[config.mk]
export PLATFORM = sky130hd
export DESIGN_NAME = fp32_vec_maxmin_seq
export DESIGN_NICKNAME = d
export VERILOG_FILES = /design/src/rtl/fp32_pkg.sv /design/src/rtl/fp32_ord_cmp.sv /design/src/rtl/fp32_vec_maxmin_seq.sv
export SDC_FILE = /design/constraint.sdc
export NUM_CORES = 1
export LEC_CHECK = 0
export CORE_MARGIN = 2
export CORE_UTILIZATION = 45
export CTS_BUF_LIST = sky130_fd_sc_hd__clkbuf_8 sky130_fd_sc_hd__clkbuf_16
export DETAILED_ROUTE_END_ITERATION = 6
export DONT_BUFFER_PORTS = 1
export PLACE_DENSITY = 0.65
export SLEW_MARGIN = 20
export SYNTH_ARGS = -nofsm -noshare
export SYNTH_HDL_FRONTEND = slang
export SYNTH_SLANG_ARGS = --single-unit
[constraint.sdc]
create_clock -name clk -period 2.2 [get_ports clk]
set_input_delay 0.44 -clock clk [delete_from_list [all_inputs] [get_ports clk]]
set_output_delay 0.44 -clock clk [all_outputs]
set_load 0.005 [all_outputs]
[src/rtl/fp32_pkg.sv]
// Shared FP32 field layout, constants, sequencer state encoding and NaN test.
// Latency: none (package only).
// Backpressure: not applicable.
package fp32_pkg;

  localparam int SIGN_W = 1;
  localparam int EXP_W  = 8;
  localparam int MANT_W = 23;
  localparam int MAG_W  = EXP_W + MANT_W;

  localparam logic [31:0] QNAN = 32'h7FC0_0000;

  localparam logic MODE_MAX = 1'b0;
  localparam logic MODE_MIN = 1'b1;

  typedef enum logic [1:0] {
    ST_IDLE,
    ST_ACCEPT,
    ST_CMP,
    ST_DONE
  } state_t;

  // NaN: exponent all ones with a nonzero mantissa (infinities excluded).
  function automatic logic is_nan(input logic [31:0] v);
    return (v[MAG_W-1 -: EXP_W] == {EXP_W{1'b1}}) && (v[MANT_W-1:0] != '0);
  endfunction

endpackage

[src/rtl/fp32_ord_cmp.sv]
// Ordered compare of two non-NaN FP32 values a vs b, giving gt/lt/eq.
// Latency: CMP_LAT cycles from in_vld to out_vld.
// Backpressure: none; the owner must be ready for the result; flush drops all in-flight work.
module fp32_ord_cmp
  import fp32_pkg::*;
#(
  parameter int CMP_LAT = 2
) (
  input  logic        clk,
  input  logic        rst,
  input  logic        flush,
  input  logic        in_vld,
  input  logic [31:0] a,
  input  logic [31:0] b,
  output logic        out_vld,
  output logic        gt,
  output logic        lt,
  output logic        eq
);

  logic c_gt, c_lt, c_eq;
  logic a_neg, b_neg;
  logic [MAG_W-1:0] a_mag, b_mag;

  logic [CMP_LAT-1:0] vld_q;
  logic [2:0]         res_q [CMP_LAT];

  assign a_neg = a[31];
  assign b_neg = b[31];
  assign a_mag = a[MAG_W-1:0];
  assign b_mag = b[MAG_W-1:0];

  // Sign-magnitude ordering; both zeros are equal regardless of sign.
  always_comb begin
    c_gt = 1'b0;
    c_lt = 1'b0;
    c_eq = 1'b0;
    if ((a_mag == '0) && (b_mag == '0)) begin
      c_eq = 1'b1;
    end else if (a_neg != b_neg) begin
      c_gt = b_neg;
      c_lt = a_neg;
    end else if (a_mag == b_mag) begin
      c_eq = 1'b1;
    end else if (a_neg) begin
      c_gt = (a_mag < b_mag);
      c_lt = (a_mag > b_mag);
    end else begin
      c_gt = (a_mag > b_mag);
      c_lt = (a_mag < b_mag);
    end
  end

  // Delay line carrying valid and the {gt,lt,eq} result; flush clears valids.
  always_ff @(posedge clk) begin
    if (rst || flush) begin
      vld_q <= '0;
      for (int i = 0; i < CMP_LAT; i++) res_q[i] <= 3'b000;
    end else begin
      vld_q[0] <= in_vld;
      res_q[0] <= {c_gt, c_lt, c_eq};
      for (int i = 1; i < CMP_LAT; i++) begin
        vld_q[i] <= vld_q[i-1];
        res_q[i] <= res_q[i-1];
      end
    end
  end

  assign out_vld      = vld_q[CMP_LAT-1];
  assign {gt, lt, eq} = res_q[CMP_LAT-1];

endmodule

[src/rtl/fp32_vec_maxmin_seq.sv]
// Reduces a streamed FP32 vector to its max or min element and that element's index.
// Latency: 1 cycle per first/NaN element, CMP_LAT+1 per compared element; o_done 1 cycle after the last step.
// Backpressure: s_ready only in ACCEPT; the source holds s_valid/s_data while s_ready is low.
module fp32_vec_maxmin_seq
  import fp32_pkg::*;
#(
  parameter int LEN_W   = 8,
  parameter int CMP_LAT = 2
) (
  input  logic             clk,
  input  logic             rst,
  input  logic             i_start,
  input  logic             i_mode,
  input  logic [LEN_W-1:0] i_len,
  input  logic             i_abort,
  input  logic             s_valid,
  output logic             s_ready,
  input  logic [31:0]      s_data,
  output logic             o_busy,
  output logic             o_done,
  output logic [31:0]      o_res,
  output logic [LEN_W-1:0] o_idx,
  output logic             o_nan,
  output logic             o_len_err
);

  state_t           state;
  logic             mode;
  logic [LEN_W-1:0] len;
  logic [LEN_W-1:0] count;
  logic [LEN_W-1:0] cnt_nxt;
  logic [31:0]      best;
  logic [LEN_W-1:0] best_idx;
  logic             best_valid;
  logic             nan_seen;
  logic [31:0]      cand;
  logic [LEN_W-1:0] cand_idx;

  logic             abort_hit;
  logic             launch;
  logic             cmp_vld, cmp_gt, cmp_lt, cmp_eq;
  logic             take;

  // Running best after this cycle's update, also used to form the result on the DONE transition.
  logic [31:0]      nb_val;
  logic [LEN_W-1:0] nb_idx;
  logic             nb_bv;
  logic             nb_nan;

  assign cnt_nxt   = count + {{(LEN_W-1){1'b0}}, 1'b1};
  assign abort_hit = i_abort && (state != ST_IDLE);
  assign launch    = (state == ST_ACCEPT) && s_valid && !is_nan(s_data) && best_valid && !abort_hit;
  // Strict ordering only: a tie keeps the earlier index.
  assign take      = !cmp_eq && ((mode == MODE_MIN) ? cmp_lt : cmp_gt);

  fp32_ord_cmp #(.CMP_LAT(CMP_LAT)) u_cmp (
    .clk     (clk),
    .rst     (rst),
    .flush   (abort_hit),
    .in_vld  (launch),
    .a       (s_data),
    .b       (best),
    .out_vld (cmp_vld),
    .gt      (cmp_gt),
    .lt      (cmp_lt),
    .eq      (cmp_eq)
  );

  // Next running best: first non-NaN element seeds it, a winning compare replaces it.
  always_comb begin
    nb_val = best;
    nb_idx = best_idx;
    nb_bv  = best_valid;
    nb_nan = nan_seen;
    if ((state == ST_ACCEPT) && s_valid) begin
      if (is_nan(s_data)) begin
        nb_nan = 1'b1;
      end else if (!best_valid) begin
        nb_val = s_data;
        nb_idx = count;
        nb_bv  = 1'b1;
      end
    end
    if ((state == ST_CMP) && cmp_vld && take) begin
      nb_val = cand;
      nb_idx = cand_idx;
    end
  end

  // Sequencer FSM with registered handshake and result outputs.
  always_ff @(posedge clk) begin
    if (rst) begin
      state      <= ST_IDLE;
      s_ready    <= 1'b0;
      o_busy     <= 1'b0;
      o_done     <= 1'b0;
      o_nan      <= 1'b0;
      o_len_err  <= 1'b0;
      o_res      <= '0;
      o_idx      <= '0;
      mode       <= MODE_MAX;
      len        <= '0;
      count      <= '0;
      best       <= '0;
      best_idx   <= '0;
      best_valid <= 1'b0;
      nan_seen   <= 1'b0;
      cand       <= '0;
      cand_idx   <= '0;
    end else begin
      o_done     <= 1'b0;
      best       <= nb_val;
      best_idx   <= nb_idx;
      best_valid <= nb_bv;
      nan_seen   <= nb_nan;
      if (abort_hit) begin
        state   <= ST_IDLE;
        s_ready <= 1'b0;
        o_busy  <= 1'b0;
      end else begin
        case (state)
          ST_IDLE: begin
            if (i_start) begin
              mode       <= i_mode;
              len        <= i_len;
              count      <= '0;
              best_valid <= 1'b0;
              best_idx   <= '0;
              nan_seen   <= 1'b0;
              o_len_err  <= 1'b0;
              o_busy     <= 1'b1;
              if (i_len == '0) begin
                state     <= ST_DONE;
                o_done    <= 1'b1;
                o_len_err <= 1'b1;
                o_res     <= QNAN;
                o_idx     <= '0;
                o_nan     <= 1'b0;
              end else begin
                state   <= ST_ACCEPT;
                s_ready <= 1'b1;
              end
            end
          end
          ST_ACCEPT: begin
            if (s_valid) begin
              count <= cnt_nxt;
              if (launch) begin
                cand     <= s_data;
                cand_idx <= count;
                state    <= ST_CMP;
                s_ready  <= 1'b0;
              end else if (cnt_nxt == len) begin
                state   <= ST_DONE;
                s_ready <= 1'b0;
                o_done  <= 1'b1;
                o_res   <= nb_bv ? nb_val : QNAN;
                o_idx   <= nb_bv ? nb_idx : '0;
                o_nan   <= nb_nan;
              end
            end
          end
          ST_CMP: begin
            if (cmp_vld) begin
              if (count == len) begin
                state  <= ST_DONE;
                o_done <= 1'b1;
                o_res  <= nb_bv ? nb_val : QNAN;
                o_idx  <= nb_bv ? nb_idx : '0;
                o_nan  <= nb_nan;
              end else begin
                state   <= ST_ACCEPT;
                s_ready <= 1'b1;
              end
            end
          end
          ST_DONE: begin
            state  <= ST_IDLE;
            o_busy <= 1'b0;
          end
          default: begin
            state   <= ST_IDLE;
            s_ready <= 1'b0;
            o_busy  <= 1'b0;
          end
        endcase
      end
    end
  end

endmodule

* After elaboration in Yosys (flattened, before gate mapping)
Memories as Yosys holds them, arrays and structs flattened.
Cells that the tools add are included.
** Word-level totals
- Bits in registers :: 148
- Memory bits (writable) :: 6
- Input bits :: 46
- Output and inout port bits :: 45
- Logic and storage cells :: 167
- Memories :: 1
** Operators by class
- $add $sub $neg :: 1
- Magnitude comparators :: 2
- Equal/unequal tests :: 18
- Multiplexer cells :: 93
- Bitwise gates (word level) :: 3
- Reduce and logical (&&, ||, !) cells :: 31
** Memory list
- u_cmp.res_q :: depth 2, width 3, read ports 2, clocked after memory_dff 0, wr ports 2, RTL line fp32_ord_cmp.sv:26 : logic [2:0] res_q [CMP_LAT];
** Operators by type and width (count)
- $mux W32 :: 12
- $mux W8 :: 17
- $pmux W32 S3 :: 1
- $logic_not A31 Y1 :: 2
- $mux W1 :: 47
- $eq A31 B31 Y1 :: 1
- $gt A31 B31 Y1 :: 1
- $lt A31 B31 Y1 :: 1
- $pmux W8 S3 :: 1
- $reduce_bool A23 Y1 :: 1
- $eq A8 B8 Y1 :: 2
- $pmux W8 S2 :: 1
- $mux W2 :: 7
- $ne A2 B2 Y1 const B :: 6
- $reduce_and A4 Y1 :: 3
- $logic_and A1 B1 Y1 :: 10
- $pmux W1 S3 :: 3
- $reduce_and A9 Y1 :: 1
- $add A8 B1 Y8 const B :: 1
- $eq A8 B8 Y1 const B :: 1
- $logic_not A8 Y1 :: 1
- $pmux W2 S4 :: 1
- $reduce_and A7 Y1 :: 1
- $mux W3 :: 2
- other kinds (16) :: 24

* Logic depth before layout (Yosys ltp)
- Word-level depth :: 10
- Gate-level depth with buffers :: 11
- Depth with buffers taken out :: 9

* Cells and area by module
Synthesis repeated with hierarchy kept, for this count alone.
** Unflattened totals
- Cell total of the unflattened synthesis :: 845
- Area, all modules :: 7407.1 sq um
** By module, submodules not included
- fp32_vec_maxmin_seq :: instances 1, cells each 678, area each 6124.6 sq um, sequential area each 2922.8 sq um
- fp32_ord_cmp :: instances 1, cells each 167, area each 1282.5 sq um, sequential area each 160.2 sq um

* Worst setup path before layout
No wires, ideal clock.
- Kind :: input-to-reg
- Start point :: in s_data[17]
- End point :: reg o_res[7]
- Library setup time :: 0.117 ns
- Arrival time :: 2.274 ns
- Required time :: 2.083 ns
- Path slack :: -0.190 ns
- Stages :: 9
- Buffers on the path :: 2
- Path through :: nor4_1 > nand4_1 > o21a_1 > or3_1 > clkbuf_1 > a31o_2 > and4b_1 > buf_2 > a22o_1
** Between the ends
- Word-level cells in the longest chain between the ends :: 10
- Elaborated cells between the ends (all ways) :: 20
- Those cells by class :: 1 x eq/ne; 12 x mux; 7 x reduce/logical
** Ends and longest elaborated chain
- start: declaration :: RTL line fp32_vec_maxmin_seq.sv:18 : input logic [31:0] s_data,
- $reduce_bool A23 Y1 (*) :: RTL line fp32_pkg.sv:25 : return (v[MAG_W-1 -: EXP_W] == {EXP_W{1'b1}}) && (v[MANT_W-1:0] != '0);
- $logic_and A1 B1 Y1 (*) :: RTL line fp32_pkg.sv:25
- $mux W32 :: RTL line fp32_vec_maxmin_seq.sv:76 : if (is_nan(s_data)) begin
- $mux W32 :: RTL line fp32_vec_maxmin_seq.sv:75 : if ((state == ST_ACCEPT) && s_valid) begin
- $mux W32 :: RTL line fp32_vec_maxmin_seq.sv:84 : if ((state == ST_CMP) && cmp_vld && take) begin
- $mux W32 :: RTL line fp32_vec_maxmin_seq.sv:157, fp32_vec_maxmin_seq.sv:168
- $mux W32 :: RTL line fp32_vec_maxmin_seq.sv:153 : end else if (cnt_nxt == len) begin
- $mux W32 :: RTL line fp32_vec_maxmin_seq.sv:148 : if (launch) begin
- $mux W32 :: RTL line fp32_vec_maxmin_seq.sv:146 : if (s_valid) begin
- $pmux W32 S3 :: RTL line fp32_vec_maxmin_seq.sv:121 : case (state)
- end signal: assignment :: RTL line fp32_vec_maxmin_seq.sv:157 : o_res <= nb_bv ? nb_val : QNAN;
- end signal: assignment :: RTL line fp32_vec_maxmin_seq.sv:168 : o_res <= nb_bv ? nb_val : QNAN;
- end: declaration :: RTL line fp32_vec_maxmin_seq.sv:21 : output logic [31:0] o_res,
Mark *: on every way between the ends. The rest lies on a longest branch, timed or not. The select of a mux whose other input is x is not followed.
A chain may end at the register's enable or synchronous reset.

* Final worst setup path
- Start point :: reg state[0]
- End point :: reg o_res[14]
** Between the ends
- Word-level cells in the longest chain between the ends :: 9
- Elaborated cells between the ends (all ways) :: 32
- Those cells by class :: 9 x eq/ne; 10 x mux; 1 x bitwise; 12 x reduce/logical
** Ends and longest elaborated chain
- start: declaration :: RTL line fp32_vec_maxmin_seq.sv:27 : state_t state;
- start signal: assignment :: RTL line fp32_vec_maxmin_seq.sv:93 : state <= ST_IDLE;
- start signal: assignment :: RTL line fp32_vec_maxmin_seq.sv:117 : state <= ST_IDLE;
- start signal: assignment :: RTL line fp32_vec_maxmin_seq.sv:133 : state <= ST_DONE;
- $eq A2 B1 Y1 / $eq A2 B2 Y1 (equally long branches)
- $logic_and A1 B1 Y1 (on tied branches) :: RTL line fp32_vec_maxmin_seq.sv:52, fp32_vec_maxmin_seq.sv:75, fp32_vec_maxmin_seq.sv:84
- $mux W32 / $logic_and A1 B1 Y1 (equally long branches) :: RTL line fp32_vec_maxmin_seq.sv:75, fp32_vec_maxmin_seq.sv:84
- $mux W32 :: RTL line fp32_vec_maxmin_seq.sv:84
- $mux W32 :: RTL line fp32_vec_maxmin_seq.sv:157, fp32_vec_maxmin_seq.sv:168
- $mux W32 :: RTL line fp32_vec_maxmin_seq.sv:153
- $mux W32 :: RTL line fp32_vec_maxmin_seq.sv:148
- $mux W32 :: RTL line fp32_vec_maxmin_seq.sv:146
- $pmux W32 S3 :: RTL line fp32_vec_maxmin_seq.sv:121
Several ways; a longest one is shown, not always the timed one. The select of a mux whose other input is x is not followed.

==> summary.md <==
| Metric | Value |
|---|---|
| Setup ws final | `-0.100 ns` |
| First-pass GRT wire length | `33800 um` |
| Post-DP HPWL | `14000 um` |
| Final Max Tran Viols | `0` |
| Worst VDD drop | `just over 0.6 mV` |
| Ys async rst share | `0%` |
| Residual DRC | `0` |
| Iteration count of the initial detailed-routing pass | `4` |
| Final Non-Filler Cells | `1185` |
| RePlAce Congestion | `0.829` |
| Largest net degree at the start of global routing | `around 110` |
| Die area | `0.0176 mm2` |
| Final Hold Violating Endpoints | `0` |
| Cell Area, Synth | `0.00746 mm2` |
| Crit end category | `flop` |
| Pre-CTS WS | `-0.418 ns` |
| Post-Synthesis Cells | `875` |
| Critical Path Source Type | `flop` |
| Fraction of layout cells with a size suffix above 1 | `22.4%` |
| Number of synthesized flops with an enable pin | `0` |
| Sequential element share of the synthesized area | `roughly 41%` |
| Die H | `133 um` |
| Reg2reg start | `state[0]` |
| Clock latency on the worst-skew pair | `approximately 0.43 ns` |
| Max incr delay on CP | `0.36 ns` |
| Via count | `6655` |
| CTS tree | `done` |
| Worst slew margin | `63.4%` |
| Drt total wl | `~21000 um` |
| Fillers | `1450` |
| Hold crit path type | `input port to flop` |
| Crit-path cells | `inv_2, buf_6, ha_4, a221o_1, a211o_1, a21oi_2, buf_6, and2_4, buf_6, clkbuf_16, mux2i_1` |
| Vias per inst | `5.62` |
| Crit path kind | `flop to flop` |
| TNS Setup | `-2.32 ns` |
| Failing checks | `negative setup slack` |
| Clk slew on worst S/H paths | `0.06 ns` |
| # setup viols final | `42` |
| Initial drt markers | `404` |
| H-tree depth | `4` |
| Fmax | `435 MHz` |
| Crit path DAT | `roughly 2.7 ns` |
| Hold slack | `0.0775 ns` |
| Synth-to-Final Area Change | `27.7%` |
| Nets | `1034` |
| Die width | `133 um` |
| Hold Startpoint | `rst` |
| CP max FO | `5` |
| Antenna violations before repair | `0` |
| Post-Syn Area per Cell | `8.53 um2` |
| Top Ports | `91` |
| CP Launch Point | `state[0]` |
| Post-Syn Nets | `957` |
| Post-synth cell types | `56` |
| Num CTS Buffers | `17` |
| CTS Buffer Depth | `2` |
| Vias in the first global route | `6376` |
| Tmin final | `2.30 ns` |
| Final ANT Viol Nets | `0` |
| Setup Skew | `0.00776 ns` |
| Initial Utilization | `45.5%` |
| GRT overflow | `0` |
| Pwr dens | `909 mW/mm2` |
| Placed instance count | `1139` |
| RSZ-0062 raised after global routing | `true` |
| Most used DFF post-synth | `dfxtp_1` |
| Root buf cell | `clkbuf_16` |
| Critical Path RT | `2.56 ns` |
| Num rows | `47` |
| Yosys reg bits | `154` |
| GRT Util Overall | `24.2%` |
| Antenna fix cells | `0` |
| LEAKAGE | `0.00378 uW` |
| Max cap viols | `0` |
| Commonest non-fill, non-tap cell in the layout | `nand2_1` |
| Clk sink count | `154` |
| Crit-path leading delay family | `compound AO/OA/AOI/OAI gates` |
| Worst slew pin tran | `about 0.55 ns` |
| Commonest non-fill, non-tap cells in the layout | `nand2_1 (148), dfxtp_1 (139), buf_4 (86)` |
| CP Buf/Inv Count | `5` |
| CP dominant cell by count | `buf_6` |
| Final Cycle Share | `105%` |
| Final Util | `between 50 and 60%` |
| Status | `finished with violations` |
| Port bufs | `0` |
| WL per Instance | `18.1 um` |
| Slowest-stage cell, CP | `a221o_1` |
| YS warnings | `0` |
| Core area | `0.0164 mm2` |
where the power goes:
part | internal (uW) | total [uW] | switching [uW]
sequential | 2970 | 3130 | 156
combinational | 1210 | 2460 | 1250
clock | 1870 | 3070 | 1200
total | 6050 | 8660 | 2600
stage by stage:
step	area [um2]	power, uW
floorplan	7570	4500
global placement	8410	5160
detailed placement	8410	5180
CTS	9180	8430
global route	9530	9050
finish	9530	8660
logic make-up after synthesis:
group                      after synthesis  share of synthesized area, %
adders and majority gates               36                          6.04
xor gates and xnor gates                15                          1.76
DFF                                    154                          41.3
and+or+nand+nor                        307                          18.6
muxes                                   71                          9.67
buffers and inverters                   90                          4.91
AOI/OAI and AO/OA                      202                          17.7
cell type report:
| class | instances | area, um2 | area share (%) |
|---|---|---|---|
| clock buffer | 19 | 464 | 4.87 |
| clock inverter | 13 | 150 | 1.58 |
| inverter | 38 | 143 | 1.50 |
| multi-input combinational | 631 | 4360 | 45.7 |
| sequential | 154 | 3110 | 32.6 |
| tap | 220 | 275 | 2.89 |
| timing repair buffer | 110 | 1030 | 10.8 |
flip-flops by register name, summed over array words and instances (netlist names):
register,count
best,32
cand,32
o_res,32
best_idx,8
cand_idx,8
count,8
len,8
o_idx,8
u_cmp.res_q,6
state,2
u_cmp.vld_q,2
best_valid,1
mode,1
nan_seen,1
o_busy,1
o_done,1
o_len_err,1
o_nan,1
s_ready,1
cells in the mapped netlist (10+ instances only):
master / n / share of area (%)
dfxtp_1: 154 / 41
nand2_1: 149 / 7.5
a21oi_1: 91 / 6.1
nor2_1: 69 / 3.5
mux2i_1: 62 / 8.3
a211oi_1: 41 / 4.1
clkbuf_1: 38 / 1.9
ha_1: 36 / 6.0
inv_1: 36 / 1.8
a211o_1: 22 / 2.6
nor4_1: 19 / 1.6
nor3_1: 15 / 1.0
nand3_1: 13 / 0.87
a22o_1: 12 / 1.4
buf_2: 11 / 0.74
nand4_1: 10 / 0.84
xnor2_1: 10 / 1.2
what timing repair did:
action | 4_1_cts | 5_1_grt
endpoints found under the setup margin | 47 | 58
hold buffers | 0 | 0
cloned | 2 | 2
buffers inserted | 5 | 6
pin swaps | 4 | 20
gates resized for setup | 23 | 57
worst paths after layout:
check | to | slack (ns) | cells after the start
setup / recovery | o_res[14] | -0.10 | 11
hold / removal | count[4] | 0.08 | 1
setup reg to reg | o_res[14] | -0.10 | 11
hold reg to reg | u_cmp.res_q[0][5] | 0.42 | 1
worst reg2reg max path, stage by stage (launching register included):
cell       delay (ns)
dfxtp_2          0.34
inv_2            0.06
buf_6            0.12
ha_4             0.14
a221o_1          0.36
a211o_1          0.29
a21oi_2          0.17
buf_6            0.14
and2_4           0.17
buf_6            0.13
clkbuf_16        0.15
mux2i_1          0.16
layer usage:
| layer | global-route usage, % | vias up | part of all wire, % |
|---|---|---|---|
| li1 | - | 3266 | - |
| met1 | 30.3 | 3213 | 45 |
| met2 | 41.3 | 155 | 49 |
| met3 | 5.75 | 21 | 4.7 |
| met4 | 7.17 | 0 | 1.8 |
| met5 | 0 | - | 0 |
Power figures use the tool's default switching activity.
